===== src/rtl/hazard_ctrl_if.sv =====
// Hazard controller bundle: decode-stage instruction in, stall/forward/destination
// and HI/LO-busy status out. The pipeline datapath is the master side and the
// hazard controller is the slave side.
interface hazard_ctrl_if;
  logic [31:0] instr_d;
  logic        stall;
  logic [1:0]  fwd_rs_d;
  logic [1:0]  fwd_rt_d;
  logic [1:0]  fwd_rs_e;
  logic [1:0]  fwd_rt_e;
  logic [4:0]  a3_e;
  logic [4:0]  a3_m;
  logic [4:0]  a3_w;
  logic        md_busy;

  modport master (
    output instr_d,
    input  stall, fwd_rs_d, fwd_rt_d, fwd_rs_e, fwd_rt_e,
    input  a3_e, a3_m, a3_w, md_busy
  );

  modport slave (
    input  instr_d,
    output stall, fwd_rs_d, fwd_rt_d, fwd_rs_e, fwd_rt_e,
    output a3_e, a3_m, a3_w, md_busy
  );
endinterface


===== src/rtl/hazard_ctrl.sv =====
// Five-stage MIPS-subset hazard controller. Decodes the D-stage instruction into
// destination / Tuse / Tnew, tracks destination and Tnew through E, M and W,
// raises stall for data and HI/LO hazards and selects forwarding paths for the
// D-stage compare/jr operands and the E-stage ALU/MD operands.
module hazard_ctrl #(
  parameter int MULT_CYC = 5,
  parameter int DIV_CYC  = 10,
  parameter int CNT_W    = 4
) (
  input  logic         clk,
  input  logic         reset,
  hazard_ctrl_if.slave hif
);

  localparam logic [5:0] OP_SPECIAL = 6'b000000;
  localparam logic [5:0] OP_J       = 6'b000010;
  localparam logic [5:0] OP_JAL     = 6'b000011;
  localparam logic [5:0] OP_BEQ     = 6'b000100;
  localparam logic [5:0] OP_ADDIU   = 6'b001001;
  localparam logic [5:0] OP_ORI     = 6'b001101;
  localparam logic [5:0] OP_LUI     = 6'b001111;
  localparam logic [5:0] OP_LB      = 6'b100000;
  localparam logic [5:0] OP_LH      = 6'b100001;
  localparam logic [5:0] OP_LW      = 6'b100011;
  localparam logic [5:0] OP_SB      = 6'b101000;
  localparam logic [5:0] OP_SH      = 6'b101001;
  localparam logic [5:0] OP_SW      = 6'b101011;

  localparam logic [5:0] FN_SLL   = 6'b000000;
  localparam logic [5:0] FN_JR    = 6'b001000;
  localparam logic [5:0] FN_JALR  = 6'b001001;
  localparam logic [5:0] FN_MFHI  = 6'b010000;
  localparam logic [5:0] FN_MTHI  = 6'b010001;
  localparam logic [5:0] FN_MFLO  = 6'b010010;
  localparam logic [5:0] FN_MTLO  = 6'b010011;
  localparam logic [5:0] FN_MULT  = 6'b011000;
  localparam logic [5:0] FN_MULTU = 6'b011001;
  localparam logic [5:0] FN_DIV   = 6'b011010;
  localparam logic [5:0] FN_DIVU  = 6'b011011;
  localparam logic [5:0] FN_ADDU  = 6'b100001;
  localparam logic [5:0] FN_SUBU  = 6'b100011;
  localparam logic [5:0] FN_AND   = 6'b100100;
  localparam logic [5:0] FN_SLT   = 6'b101010;

  typedef enum logic [1:0] {
    MD_NONE = 2'd0,
    MD_MULT = 2'd1,
    MD_DIV  = 2'd2
  } md_op_t;

  // Instruction fields
  logic [5:0] op_s;
  logic [5:0] funct_s;
  logic [4:0] rs_s;
  logic [4:0] rt_s;
  logic [4:0] rd_s;

  // Decode results
  logic       use_rs_s;
  logic       use_rt_s;
  logic [1:0] tuse_rs_s;
  logic [1:0] tuse_rt_s;
  logic [4:0] a3_d_s;
  logic [1:0] tnew_d_s;
  md_op_t     md_d_s;
  logic       is_md_s;
  logic [4:0] rs_d_s;
  logic [4:0] rt_d_s;

  // Pipeline tracking state
  logic [4:0] a3_e_r;
  logic [1:0] tnew_e_r;
  md_op_t     md_e_r;
  logic [4:0] rs_e_r;
  logic [4:0] rt_e_r;
  logic [4:0] a3_m_r;
  logic [1:0] tnew_m_r;
  logic [4:0] a3_w_r;

  // HI/LO busy counter
  logic [CNT_W-1:0] cnt_r;
  logic [CNT_W-1:0] cnt_nxt_s;
  logic             busy_r;

  logic data_stall_s;
  logic md_stall_s;
  logic stall_s;

  assign op_s    = hif.instr_d[31:26];
  assign rs_s    = hif.instr_d[25:21];
  assign rt_s    = hif.instr_d[20:16];
  assign rd_s    = hif.instr_d[15:11];
  assign funct_s = hif.instr_d[5:0];

  // A producer blocks the reader when its result is still further away than the reader's need.
  function automatic logic hazard_on(input logic [4:0] r, input logic [1:0] tuse,
                                     input logic [4:0] ae, input logic [1:0] te,
                                     input logic [4:0] am, input logic [1:0] tm);
    return (r != 5'd0) && (((ae == r) && (te > tuse)) || ((am == r) && (tm > tuse)));
  endfunction

  // D-stage operand source: the youngest stage whose result is already available wins.
  function automatic logic [1:0] fwd_d_sel(input logic [4:0] r,
                                           input logic [4:0] ae, input logic [1:0] te,
                                           input logic [4:0] am, input logic [1:0] tm);
    logic [1:0] sel;
    if ((r != 5'd0) && (ae == r) && (te == 2'd0)) begin
      sel = 2'd1;
    end else if ((r != 5'd0) && (am == r) && (tm == 2'd0)) begin
      sel = 2'd2;
    end else begin
      sel = 2'd0;
    end
    return sel;
  endfunction

  // E-stage operand source: M when its result is ready, else W, else the pipeline register.
  function automatic logic [1:0] fwd_e_sel(input logic [4:0] r,
                                           input logic [4:0] am, input logic [1:0] tm,
                                           input logic [4:0] aw);
    logic [1:0] sel;
    if ((r != 5'd0) && (am == r) && (tm == 2'd0)) begin
      sel = 2'd1;
    end else if ((r != 5'd0) && (aw == r)) begin
      sel = 2'd2;
    end else begin
      sel = 2'd0;
    end
    return sel;
  endfunction

  // Decode the D-stage instruction into read-set, Tuse, destination, Tnew and HI/LO class.
  always_comb begin
    use_rs_s  = 1'b0;
    use_rt_s  = 1'b0;
    tuse_rs_s = 2'd0;
    tuse_rt_s = 2'd0;
    a3_d_s    = 5'd0;
    tnew_d_s  = 2'd0;
    md_d_s    = MD_NONE;
    is_md_s   = 1'b0;
    case (op_s)
      OP_SPECIAL: begin
        case (funct_s)
          FN_ADDU, FN_SUBU, FN_AND, FN_SLT: begin
            use_rs_s  = 1'b1;
            tuse_rs_s = 2'd1;
            use_rt_s  = 1'b1;
            tuse_rt_s = 2'd1;
            a3_d_s    = rd_s;
            tnew_d_s  = 2'd1;
          end
          FN_SLL: begin
            use_rt_s  = 1'b1;
            tuse_rt_s = 2'd1;
            a3_d_s    = rd_s;
            tnew_d_s  = 2'd1;
          end
          FN_JR: begin
            use_rs_s  = 1'b1;
            tuse_rs_s = 2'd0;
          end
          FN_JALR: begin
            use_rs_s  = 1'b1;
            tuse_rs_s = 2'd0;
            a3_d_s    = rd_s;
            tnew_d_s  = 2'd0;
          end
          FN_MULT, FN_MULTU: begin
            use_rs_s  = 1'b1;
            tuse_rs_s = 2'd1;
            use_rt_s  = 1'b1;
            tuse_rt_s = 2'd1;
            md_d_s    = MD_MULT;
            is_md_s   = 1'b1;
          end
          FN_DIV, FN_DIVU: begin
            use_rs_s  = 1'b1;
            tuse_rs_s = 2'd1;
            use_rt_s  = 1'b1;
            tuse_rt_s = 2'd1;
            md_d_s    = MD_DIV;
            is_md_s   = 1'b1;
          end
          FN_MFHI, FN_MFLO: begin
            a3_d_s   = rd_s;
            tnew_d_s = 2'd1;
            is_md_s  = 1'b1;
          end
          FN_MTHI, FN_MTLO: begin
            use_rs_s  = 1'b1;
            tuse_rs_s = 2'd1;
            is_md_s   = 1'b1;
          end
          default: begin
            a3_d_s = 5'd0;
          end
        endcase
      end
      OP_ORI, OP_ADDIU: begin
        use_rs_s  = 1'b1;
        tuse_rs_s = 2'd1;
        a3_d_s    = rt_s;
        tnew_d_s  = 2'd1;
      end
      OP_LUI: begin
        a3_d_s   = rt_s;
        tnew_d_s = 2'd1;
      end
      OP_LW, OP_LH, OP_LB: begin
        use_rs_s  = 1'b1;
        tuse_rs_s = 2'd1;
        a3_d_s    = rt_s;
        tnew_d_s  = 2'd2;
      end
      OP_SW, OP_SH, OP_SB: begin
        use_rs_s  = 1'b1;
        tuse_rs_s = 2'd1;
        use_rt_s  = 1'b1;
        tuse_rt_s = 2'd2;
      end
      OP_BEQ: begin
        use_rs_s  = 1'b1;
        tuse_rs_s = 2'd0;
        use_rt_s  = 1'b1;
        tuse_rt_s = 2'd0;
      end
      OP_JAL: begin
        a3_d_s   = 5'd31;
        tnew_d_s = 2'd0;
      end
      OP_J: begin
        a3_d_s = 5'd0;
      end
      default: begin
        a3_d_s = 5'd0;
      end
    endcase
  end

  // Fields the instruction does not read are zeroed so they can neither stall nor forward.
  assign rs_d_s = use_rs_s ? rs_s : 5'd0;
  assign rt_d_s = use_rt_s ? rt_s : 5'd0;

  // Stall is a pure function of D decode and current stage state, valid in the same cycle.
  always_comb begin
    data_stall_s = hazard_on(rs_d_s, tuse_rs_s, a3_e_r, tnew_e_r, a3_m_r, tnew_m_r) |
                   hazard_on(rt_d_s, tuse_rt_s, a3_e_r, tnew_e_r, a3_m_r, tnew_m_r);
    md_stall_s   = is_md_s && (busy_r || (md_e_r != MD_NONE));
    stall_s      = data_stall_s | md_stall_s;
  end

  // Advance destination/Tnew/HI-LO tags through E, M and W; a stall drops a bubble into E.
  always_ff @(posedge clk or negedge reset) begin
    if (!reset) begin
      a3_e_r   <= 5'd0;
      tnew_e_r <= 2'd0;
      md_e_r   <= MD_NONE;
      rs_e_r   <= 5'd0;
      rt_e_r   <= 5'd0;
      a3_m_r   <= 5'd0;
      tnew_m_r <= 2'd0;
      a3_w_r   <= 5'd0;
    end else begin
      if (stall_s) begin
        a3_e_r   <= 5'd0;
        tnew_e_r <= 2'd0;
        md_e_r   <= MD_NONE;
        rs_e_r   <= 5'd0;
        rt_e_r   <= 5'd0;
      end else begin
        a3_e_r   <= a3_d_s;
        tnew_e_r <= tnew_d_s;
        md_e_r   <= md_d_s;
        rs_e_r   <= rs_d_s;
        rt_e_r   <= rt_d_s;
      end
      a3_m_r   <= a3_e_r;
      tnew_m_r <= (tnew_e_r != 2'd0) ? (tnew_e_r - 2'd1) : 2'd0;
      a3_w_r   <= a3_m_r;
    end
  end

  // Busy counter: a mult/div in E reloads the latency, otherwise count down to zero.
  always_comb begin
    cnt_nxt_s = cnt_r;
    case (md_e_r)
      MD_MULT: cnt_nxt_s = CNT_W'(MULT_CYC);
      MD_DIV:  cnt_nxt_s = CNT_W'(DIV_CYC);
      default: begin
        if (cnt_r != {CNT_W{1'b0}}) begin
          cnt_nxt_s = cnt_r - {{(CNT_W-1){1'b0}}, 1'b1};
        end else begin
          cnt_nxt_s = cnt_r;
        end
      end
    endcase
  end

  // Register the counter and its nonzero flag together so md_busy comes straight from a flop.
  always_ff @(posedge clk or negedge reset) begin
    if (!reset) begin
      cnt_r  <= {CNT_W{1'b0}};
      busy_r <= 1'b0;
    end else begin
      cnt_r  <= cnt_nxt_s;
      busy_r <= (cnt_nxt_s != {CNT_W{1'b0}});
    end
  end

  assign hif.stall    = stall_s;
  assign hif.fwd_rs_d = fwd_d_sel(rs_d_s, a3_e_r, tnew_e_r, a3_m_r, tnew_m_r);
  assign hif.fwd_rt_d = fwd_d_sel(rt_d_s, a3_e_r, tnew_e_r, a3_m_r, tnew_m_r);
  assign hif.fwd_rs_e = fwd_e_sel(rs_e_r, a3_m_r, tnew_m_r, a3_w_r);
  assign hif.fwd_rt_e = fwd_e_sel(rt_e_r, a3_m_r, tnew_m_r, a3_w_r);
  assign hif.a3_e     = a3_e_r;
  assign hif.a3_m     = a3_m_r;
  assign hif.a3_w     = a3_w_r;
  assign hif.md_busy  = busy_r;

endmodule


===== src/flat_wrapper.sv =====
// flat-port wrapper written by rule: the top's interface ports become plain ports
module hazard_ctrl_flat 
#(
  parameter int MULT_CYC = 5,
  parameter int DIV_CYC  = 10,
  parameter int CNT_W    = 4
)
  (clk, reset, hif_instr_d, hif_stall, hif_fwd_rs_d, hif_fwd_rt_d, hif_fwd_rs_e, hif_fwd_rt_e, hif_a3_e, hif_a3_m, hif_a3_w, hif_md_busy);
  hazard_ctrl_if hif_i ();
  input  logic clk;
  input  logic reset;
  input wire logic [$bits(hif_i.instr_d)-1:0] hif_instr_d;
  output wire logic [$bits(hif_i.stall)-1:0] hif_stall;
  output wire logic [$bits(hif_i.fwd_rs_d)-1:0] hif_fwd_rs_d;
  output wire logic [$bits(hif_i.fwd_rt_d)-1:0] hif_fwd_rt_d;
  output wire logic [$bits(hif_i.fwd_rs_e)-1:0] hif_fwd_rs_e;
  output wire logic [$bits(hif_i.fwd_rt_e)-1:0] hif_fwd_rt_e;
  output wire logic [$bits(hif_i.a3_e)-1:0] hif_a3_e;
  output wire logic [$bits(hif_i.a3_m)-1:0] hif_a3_m;
  output wire logic [$bits(hif_i.a3_w)-1:0] hif_a3_w;
  output wire logic [$bits(hif_i.md_busy)-1:0] hif_md_busy;
  assign hif_i.instr_d = hif_instr_d;
  assign hif_stall = hif_i.stall;
  assign hif_fwd_rs_d = hif_i.fwd_rs_d;
  assign hif_fwd_rt_d = hif_i.fwd_rt_d;
  assign hif_fwd_rs_e = hif_i.fwd_rs_e;
  assign hif_fwd_rt_e = hif_i.fwd_rt_e;
  assign hif_a3_e = hif_i.a3_e;
  assign hif_a3_m = hif_i.a3_m;
  assign hif_a3_w = hif_i.a3_w;
  assign hif_md_busy = hif_i.md_busy;
  hazard_ctrl #(.MULT_CYC(MULT_CYC), .DIV_CYC(DIV_CYC), .CNT_W(CNT_W)) u_core (.clk(clk), .reset(reset), .hif(hif_i));
endmodule

===== config.mk =====
export PLATFORM = sky130hd
export DESIGN_NAME = hazard_ctrl_flat
export DESIGN_NICKNAME = d
export VERILOG_FILES = /design/src/rtl/hazard_ctrl_if.sv /design/src/rtl/hazard_ctrl.sv /design/src/flat_wrapper.sv
export SDC_FILE = /design/constraint.sdc
export NUM_CORES = 1
export LEC_CHECK = 0
export BUFFER_PORTS_ARGS = -buffer_cell sky130_fd_sc_hd__clkbuf_2
export CAP_MARGIN = 10
export CORE_ASPECT_RATIO = 0.8
export CORE_MARGIN = 10
export CORE_UTILIZATION = 49
export DETAILED_ROUTE_END_ITERATION = 10
export PLACE_DENSITY = 0.76
export SETUP_SLACK_MARGIN = 0.5
export SLEW_MARGIN = 20
export SYNTH_ARGS = -nofsm -noshare
export SYNTH_HDL_FRONTEND = slang
export SYNTH_SLANG_ARGS = --single-unit

===== constraint.sdc =====
create_clock -name clk -period 2.3 [get_ports clk]
set_input_delay 0.115 -clock clk [delete_from_list [all_inputs] [get_ports clk]]
set_output_delay 0.115 -clock clk [all_outputs]
set_load 0.01 [all_outputs]

==> results of run 1 <==
==> logic make-up after synthesis <==
group                      after synthesis  synth area share (%)
AOI/OAI and AO/OA                       54                  14.5
xor gates and xnor gates                41                  13.6
adders and majority gates               10                  4.76
buffers and inverters                   27                  5.66
DFF                                     36                  34.2
and+or+nand+nor                        115                  27.2
==> per-layer routing <==
layer / up-vias / GRT usage (%) / wire length (µm)
li1: 1227 / - / -
met1: 1269 / 21.6 / 3290
met2: 104 / 32.1 / 4530
met3: 13 / 3.85 / 618
met4: 0 / 5.75 / 141
met5: - / 0 / 0
==> layout by cell type, fill, tap and decap left out, types with 5 or more instances in the layout <==
| cell | instances |
|---|---|
| xnor2_1 | 24 |
| nand2b_1 | 6 |
| inv_1 | 9 |
| dfrtp_2 | 6 |
| buf_6 | 10 |
| ha_1 | 7 |
| xor2_1 | 15 |
| buf_2 | 5 |
| nor4b_4 | 5 |
| dfrtp_1 | 30 |
| clkbuf_8 | 6 |
| nand3_1 | 7 |
| nor2b_1 | 6 |
| nor2_1 | 11 |
| a221oi_1 | 5 |
| a21oi_1 | 11 |
| clkbuf_2 | 45 |
| buf_4 | 42 |
| nor3_1 | 11 |
| o21ai_0 | 6 |
| nor3_4 | 9 |
| nor3_2 | 7 |
| nand2_1 | 18 |
==> worst max-delay path, cell delays in order <==
cell	delay [ns]
buf_6	0.09
or4_4	0.54
nor3_4	0.17
buf_6	0.14
o21ai_4	0.06
o22ai_2	0.13
ha_1	0.27
o21bai_1	0.18
a22oi_2	0.10
nor3b_4	0.25
or2_1	0.15
buf_2	0.13
==> flip-flops by register name (all words and copies together) (netlist names) <==
signal              flops
u_core.tnew_m_r         2
u_core.hif.a3_m         5
u_core.hif.md_busy      1
u_core.md_e_r           2
u_core.hif.a3_w         5
u_core.tnew_e_r         2
u_core.hif.a3_e         5
u_core.rt_e_r           5
u_core.cnt_r            4
u_core.rs_e_r           5
==> cell type report <==
class	instances	area (µm²)
multi-input cells	220	1900
flip-flops and latches	36	908
fillers	315	1210
repair buffers	111	851
clock buffers	7	86.3
well taps	62	77.6
clock inverters	1	7.51
inverters	13	48.8
==> where the power goes <==
group / switching [W] / internal (W) / total, W / leakage, nW
Combinational: 0.000374 / 0.000477 / 0.000851 / 1.20
Sequential: 0.0000728 / 0.000694 / 0.000766 / 0.475
Clock: 0.000235 / 0.000243 / 0.000479 / 0.0445
==> metrics by stage <==
step	instances	cell area, µm²
final	450	3880
after global routing	450	3880
after CTS	438	3530
after detailed placement	411	3120
after global placement	411	3120
after floorplan	283	2670
==> repair_timing <==
item                       CTS  global route
buffers inserted            16            11
setup endpoints to repair   27            29
hold buffers                 1             0
resized for setup           31            60
hold endpoints to repair    36             0
pin swaps                   20            22
gates cloned                 2             1
==> how the worst min path moves through the flow <==
stage	startpoint	endpoint	slack, ns	depth (start not counted)
finish	hif_instr_d[29]	u_core.tnew_e_r[1]	0.08	3
global route	hif_instr_d[29]	u_core.tnew_e_r[1]	0.08	3
CTS	hif_instr_d[29]	u_core.tnew_e_r[1]	0.11	3
detailed placement	reset	u_core.hif.a3_w[1]	0.27	1
global placement	reset	u_core.hif.a3_w[1]	0.26	1
floorplan	reset	u_core.cnt_r[0]	-0.18	0
==> impl_metrics.env, run 1 <==
export IMPL_r2r_slack_ns=0.16
export IMPL_numClockSinks=36
export IMPL_critical_path_endpoint_type="output pin"
export IMPL_hpwl_um=5620
export IMPL_grt_pass1_vias=2584
export IMPL_min_path_type="input port to flop"
export IMPL_track_usage_pct=18.2
export IMPL_crit_arrival_ns=2.33
export IMPL_p_leak_nw=1.72
export IMPL_grt_pass1_wl_um=12800
export IMPL_drt_pass1_iterations=5
export IMPL_synth_top_cell_by_area="dfrtp_1"
export IMPL_slew_headroom_pct=39.6
export IMPL_finClkSkew_ns=0.0118
export IMPL_critPathLaunchType="input port"
export IMPL_layout_drive_gt1_share_pct=46.1
export IMPL_io_pins=59
export IMPL_rows=23
export IMPL_grt_max_degree=37
export IMPL_drc=0
export IMPL_clk_path_buf_depth=2
export IMPL_drt_total_wl_um=8590
export IMPL_rsz0062_at_grt="true"
export IMPL_violations="negative setup slack"
export IMPL_rr_worst_depth=10
export IMPL_fin_setup_tns_ns=-0.914
export IMPL_cp_max_fo=3
export IMPL_cts_tree="done"
export IMPL_synth_seq_cells=36
export IMPL_yosys_top_cells_area="dfrtp_1 (34%), xnor2_1 (8.7%), xor2_1 (5.0%)"
export IMPL_insertion_delay_ns=0.30
export IMPL_clk_pin_slew_ns=0.06
export IMPL_yosysUniqueCellTypes=54
export IMPL_avgSynthCellArea_um2=9.30
export IMPL_yosys_warnings=0
export IMPL_dieHeight_um=85.5
export IMPL_gp_congestion=0.886
export IMPL_fin_nets=431
export IMPL_fmax_mhz=409
export IMPL_critPathLaunch="hif_instr_d[28]"
export IMPL_yosysMostFrequentCell="dfrtp_1"
export IMPL_via_per_inst=5.81
export IMPL_dpl_worst_slack_ns=-0.279
export IMPL_die_area_mm2=0.00872
export IMPL_power_w=0.00210
export IMPL_cts_htree_levels=2
export IMPL_cap_violations=0
export IMPL_die_w_um=102
export IMPL_fin_util_pct=76.2
export IMPL_grt_overflow=0
export IMPL_root_buffer="clkbuf_8"
export IMPL_synthesis_area_mm2=0.00263
export IMPL_synth_top_cell_area_share_pct=34.2
export IMPL_finalHoldViolCount=0
export IMPL_ys_seq_area_share_pct=34.2
export IMPL_netlist_instances=283
export IMPL_postRouteAntennaNets=0
export IMPL_fin_crit_sh_pct=106
export IMPL_async_flop_share_pct=100
export IMPL_path_class="input port to output pin"
export IMPL_dr_first_iter_drc_count=195
export IMPL_ir_drop_mv=0.300
export IMPL_area_growth_pct=47.5
export IMPL_r2r_start="u_core.tnew_m_r[1]"
export IMPL_synthTopCellsByCount="dfrtp_1 (36), xnor2_1 (26), nand2_1 (18)"
export IMPL_synth_edff_count=0
export IMPL_core_mm2=0.00509
export IMPL_layout_setup_ws_ns=-0.144
export IMPL_io_buffers=53
export IMPL_start_util_pct=51.7
export IMPL_whs_ns=0.0788
export IMPL_period_needed_ns=2.44
export IMPL_powerDensity_mw_per_mm2=540
export IMPL_max_slew_worst_pin_slew_ns=0.907
export IMPL_num_vias=2613
export IMPL_r2r_end="u_core.hif.a3_e[4]"
export IMPL_cp_endpoint="hif_stall"
export IMPL_synth_nets=327
export IMPL_antenna_found_initial=0
export IMPL_outcome="complete, but fails checks"
export IMPL_slew_viol_final=0
export IMPL_numCtsBuffers=5
export IMPL_antenna_cells=0
export IMPL_setup_viol=18
export IMPL_ys_flop_type="dfrtp_1"
export IMPL_worstPathRequired_ns=2.18
export IMPL_wl_per_cell_um=19.1
Note: power is estimated with default switching activity, not from simulation.
==> inputs of run 2 (changes only) <==
CAP_MARGIN = 20   (was 10)
CELL_PAD_IN_SITES_DETAIL_PLACEMENT = 1   (was unset)
CELL_PAD_IN_SITES_GLOBAL_PLACEMENT = 1   (was unset)
CORE_UTILIZATION = 37   (was 49)
==> impl_metrics.env, run 2 (synthesized netlist as in run 1, its figures left out) <==
export IMPL_die_area_mm2=0.0109
export IMPL_dr_first_iter_drc_count=126
export IMPL_numClockSinks=36
export IMPL_drt_total_wl_um=10600
export IMPL_fmax_mhz=389
export IMPL_wl_per_cell_um=22.0
export IMPL_clk_pin_slew_ns=0.08
export IMPL_fin_crit_sh_pct=112
export IMPL_grt_overflow=0
export IMPL_min_path_type="input port to flop"
export IMPL_cts_tree="done"
export IMPL_dieHeight_um=95.4
export IMPL_finClkSkew_ns=0.00790
export IMPL_path_class="input port to output pin"
export IMPL_postRouteAntennaNets=0
export IMPL_stdcell_area_mm2=0.00399
export IMPL_powerDensity_mw_per_mm2=519
export IMPL_io_buffers=53
export IMPL_grt_max_degree=37
export IMPL_die_w_um=114
export IMPL_power_w=0.00207
export IMPL_hold_path_end="u_core.hif.a3_e[4]"
export IMPL_grt_pass1_wl_um=15400
export IMPL_cp_max_fo=3
export IMPL_hp_start="hif_instr_d[15]"
export IMPL_finalHoldViolCount=0
export IMPL_place_area_mm2=0.00318
export IMPL_layout_setup_ws_ns=-0.269
export IMPL_max_slew_worst_pin_slew_ns=0.916
export IMPL_ir_drop_mv=0.293
export IMPL_area_growth_pct=51.6
export IMPL_antenna_cells=0
export IMPL_critPathLaunchType="input port"
export IMPL_setup_viol=20
export IMPL_mostFrequentLayoutCell="buf_4"
export IMPL_critical_path_endpoint_type="output pin"
export IMPL_fin_nets=437
export IMPL_num_vias=2718
export IMPL_cap_violations=0
export IMPL_p_leak_nw=1.78
export IMPL_r2r_start="u_core.hif.a3_m[2]"
export IMPL_numCtsBuffers=5
export IMPL_core_mm2=0.00689
export IMPL_layout_drive_gt1_share_pct=51.0
export IMPL_rows=27
export IMPL_crit_arrival_ns=2.45
export IMPL_drt_pass1_iterations=4
export IMPL_period_needed_ns=2.57
export IMPL_antenna_found_initial=0
export IMPL_hold_depth=3
export IMPL_rr_worst_depth=9
export IMPL_r2r_slack_ns=0.09
export IMPL_cts_htree_levels=2
export IMPL_fill_cells=769
export IMPL_insertion_delay_ns=0.31
export IMPL_track_usage_pct=17.9
export IMPL_root_buffer="clkbuf_8"
export IMPL_r2r_end="u_core.tnew_e_r[0]"
export IMPL_violations="negative setup slack"
export IMPL_gp_congestion=0.878
export IMPL_slew_headroom_pct=38.9
export IMPL_start_util_pct=38.2
export IMPL_grt_pass1_vias=2843
export IMPL_via_per_inst=5.65
export IMPL_final_cell_mix="buf_4 (50), clkbuf_2 (43), dfrtp_1 (26)"
export IMPL_hpwl_um=6520
export IMPL_clk_path_buf_depth=2
export IMPL_worstPathRequired_ns=2.18
export IMPL_rsz0062_at_grt="true"
export IMPL_slew_viol_final=0
export IMPL_outcome="complete, but fails checks"
export IMPL_drc=0
export IMPL_io_pins=59
-- run 2: cell count changes in the layout (fill, tap and decap cells not counted), moves of 4 or more --
cell	delta
buf_4	+8
xnor2_1	-7
xnor2_2	+7
dfrtp_1	-4
dfrtp_2	+4
-- run 2: timing repair --
action                                  in CTS  in global routing
endpoints found under the setup margin      27                 29
pin swaps                                   25                 31
hold buffers                                 1                  0
hold endpoints to repair                    36                  0
setup buffers                               17                 13
resized for setup                           47                 71
cloned                                       1                  0
-- run 2: worst max path at each step --
| stage | startpoint | to | cells past startpoint |
|---|---|---|---|
| 3_3_place_gp | hif_instr_d[28] | u_core.rs_e_r[2] | 12 |
| 5_1_grt | hif_instr_d[28] | hif_stall | 12 |
| 6_report | hif_instr_d[28] | hif_stall | 11 |
| 2_1_floorplan | hif_instr_d[30] | hif_stall | 12 |
| 4_1_cts | hif_instr_d[30] | hif_stall | 12 |
| 3_5_place_dp | hif_instr_d[28] | u_core.md_e_r[1] | 12 |
-- run 2: metal layers --
layer	up-vias	share of wire, %	track usage (%)	wire [µm]
met3	31	4.0	3.89	423
li1	1249	-	-	-
met4	0	4.0	5.52	429
met2	73	53	32.4	5580
met5	-	0	0	0
met1	1365	39	20.6	4170
-- run 2: layout make-up --
type | count | area [µm²] | area share, %
repair buffers | 117 | 873 | 21.9
clock inverters | 1 | 7.51 | 0.188
inverters | 13 | 48.8 | 1.22
clock buffers | 7 | 86.3 | 2.16
flip-flops and latches | 36 | 913 | 22.9
well taps | 87 | 109 | 2.73
multi-input cells | 220 | 1950 | 48.9
-- run 2: power breakdown --
| group | switching, W | internal [W] |
|---|---|---|
| logic | 0.000397 | 0.000420 |
| registers | 0.0000678 | 0.000694 |
| clock network | 0.000251 | 0.000244 |
-- run 2: per-stage QoR --
stage / setup WS (ns) / instances / utilization, % / setup TNS [ns] / hold slack [ns]
final: -0.269 / 481 / 57.9 / -2.71 / 0.107
after global routing: -0.362 / 481 / 57.9 / -4.56 / 0.126
after CTS: -0.220 / 468 / 52.7 / -0.550 / 0.128
after detailed placement: -0.293 / 441 / 46.1 / -4.21 / 0.284
after global placement: -0.209 / 441 / 46.1 / -3.22 / 0.270
after floorplan: 0.00976 / 283 / - / 0 / -0.181
-- run 2: worst max-delay path, cell delays in order --
cell and delay, ns:
buf_6 0.09, or4_4 0.54, nor3_4 0.19, o21ai_2 0.10, o22ai_2 0.22, ha_1 0.31, o21bai_2 0.22, a22oi_2 0.11
nor3b_4 0.23, or2_1 0.18, buf_2 0.14
==> inputs of run 3 (changes only) <==
CORE_MARGIN = 8   (was 10)
CORE_UTILIZATION = 41   (was 37)
PLACE_DENSITY = 0.8   (was 0.76)
clock period = 2.6 ns   (was 2.3 ns; I/O delays follow)
==> impl_metrics.env, run 3 (synthesized netlist as in run 1, its figures left out) <==
export IMPL_outcome="finished, final reports clean"
export IMPL_core_mm2=0.00631
export IMPL_final_cell_mix="clkbuf_2 (52), dfrtp_1 (36), xnor2_1 (26)"
export IMPL_p_sw_share_pct=34.6
export IMPL_drt_pass1_iterations=4
export IMPL_p_leak_nw=1.56
export IMPL_finClkSkew_ns=0.00731
export IMPL_num_vias=2456
export IMPL_setup_viol=0
export IMPL_p_int_w=0.00101
export IMPL_power_w=0.00155
export IMPL_drt_total_wl_um=8680
export IMPL_insertion_delay_ns=0.29
export IMPL_fmax_mhz=401
export IMPL_period_needed_ns=2.49
export IMPL_antenna_cells=0
export IMPL_die_area_mm2=0.00925
export IMPL_grt_max_degree=37
export IMPL_grt_overflow=0
export IMPL_wl_per_cell_um=19.6
export IMPL_critPathLaunchType="input port"
export IMPL_grt_pass1_wl_um=13300
export IMPL_mostFrequentLayoutCell="clkbuf_2"
export IMPL_multiInputGateArea_mm2=0.00176
export IMPL_dr_first_iter_drc_count=99
export IMPL_crit_arrival_ns=2.69
export IMPL_finalHoldViolCount=0
export IMPL_dpl_worst_slack_ns=-0.133
export IMPL_start_util_pct=41.7
export IMPL_cts_tree="done"
export IMPL_place_area_mm2=0.00305
export IMPL_via_per_inst=5.53
export IMPL_grt_pass1_vias=2624
export IMPL_fin_nets=403
export IMPL_path_class="input port to flop"
export IMPL_hpwl_um=5880
export IMPL_numCtsBuffers=5
export IMPL_io_buffers=53
export IMPL_antenna_found_initial=0
export IMPL_slew_viol_final=0
export IMPL_sequentialPowerShare_pct=43.2
export IMPL_cp_max_fo=6
export IMPL_layout_setup_ws_ns=0.107
export IMPL_numClockSinks=36
export IMPL_max_slew_worst_pin_slew_ns=0.896
export IMPL_postRouteAntennaNets=0
export IMPL_rows=26
export IMPL_powerDensity_mw_per_mm2=444
export IMPL_die_w_um=106
export IMPL_root_buffer="clkbuf_8"
export IMPL_fin_util_pct=55.3
export IMPL_stdcell_area_mm2=0.00349
export IMPL_whs_ns=0.133
export IMPL_rsz0062_at_grt="true"
export IMPL_area_growth_pct=32.6
export IMPL_min_path_type="input port to flop"
export IMPL_dieHeight_um=87.7
export IMPL_ir_drop_mv=0.211
export IMPL_cts_htree_levels=2
export IMPL_clk_pin_slew_ns=0.08
export IMPL_io_pins=59
export IMPL_drc=0
export IMPL_fin_crit_sh_pct=95.9
export IMPL_fill_cells=739
export IMPL_track_usage_pct=17.9
export IMPL_worstPathRequired_ns=2.80
export IMPL_layout_drive_gt1_share_pct=36.4
export IMPL_p_sw_w=0.000536
export IMPL_slew_headroom_pct=40.3
export IMPL_pwr_share_clk_pct=26.5
export IMPL_critical_path_endpoint_type="flop"
export IMPL_combPwrFrac_pct=30.3
export IMPL_cap_violations=0
export IMPL_gp_congestion=0.819
export IMPL_regArea_um2=901
export IMPL_clk_path_buf_depth=2
## run 3: critical path, stage by stage
cell and delay [ns]:
buf_6 0.09, or4_4 0.54, nor3_4 0.20, o311a_1 0.27, ha_2 0.19, inv_2 0.04
a21oi_2 0.13, a21oi_2 0.04, a22o_1 0.20, a21o_1 0.18, buf_6 0.13, buf_12 0.14
buf_8 0.14, nor4b_4 0.26
## run 3: per-stage QoR
stage                     std cells  setup TNS (ns)
after floorplan                 283               0
after global placement          422               0
after detailed placement        422          -0.326
after CTS                       438               0
after global routing            444         -0.0119
final                           444               0
## run 3: timing repair
| action | in CTS | in global routing |
|---|---|---|
| setup buffers | 6 | 6 |
| pin swaps | 18 | 21 |
| hold buffers | 1 | 0 |
| setup endpoints to repair | 20 | 25 |
| resized for setup | 16 | 34 |
| endpoints found under the hold margin | 36 | 0 |
| gates cloned | 1 | 0 |
## run 3: cell type report
cell class,count,area share (%)
clock buffer,5,1.97
clock inverter,3,0.538
inverter,13,1.40
multi-input combinational,220,50.6
sequential,36,25.8
tap,84,3.01
timing repair buffer,83,16.7
## run 3: worst paths after layout
check	cells past startpoint	end	startpoint	slack, ns
max	14	u_core.rs_e_r[0]	hif_instr_d[30]	0.11
min	3	u_core.hif.a3_e[3]	hif_instr_d[14]	0.13
max reg2reg	10	u_core.rs_e_r[3]	u_core.hif.a3_m[0]	0.35
min reg2reg	0	u_core.hif.a3_m[4]	u_core.hif.a3_e[4]	0.50
max in group asynchronous	2	u_core.rt_e_r[0]	reset	1.55
min in group asynchronous	2	u_core.rs_e_r[2]	reset	0.50
## run 3: routing by layer
metal,routed length [µm],GRT usage [%],vias up
met3,351,3.68,13
met2,4430,32.7,62
li1,-,-,1168
met1,3750,21.2,1213
met4,148,4.08,0
met5,0,0,-
## run 3: power groups by stage
stage	clock (W)	combinational, W	sequential [W]
after detailed placement	0	0.000423	0.000676
after floorplan	0	0.000280	0.000667
final	0.000411	0.000469	0.000670
after global placement	0	0.000406	0.000675
after global routing	0.000438	0.000522	0.000676
after CTS	0.000412	0.000436	0.000665
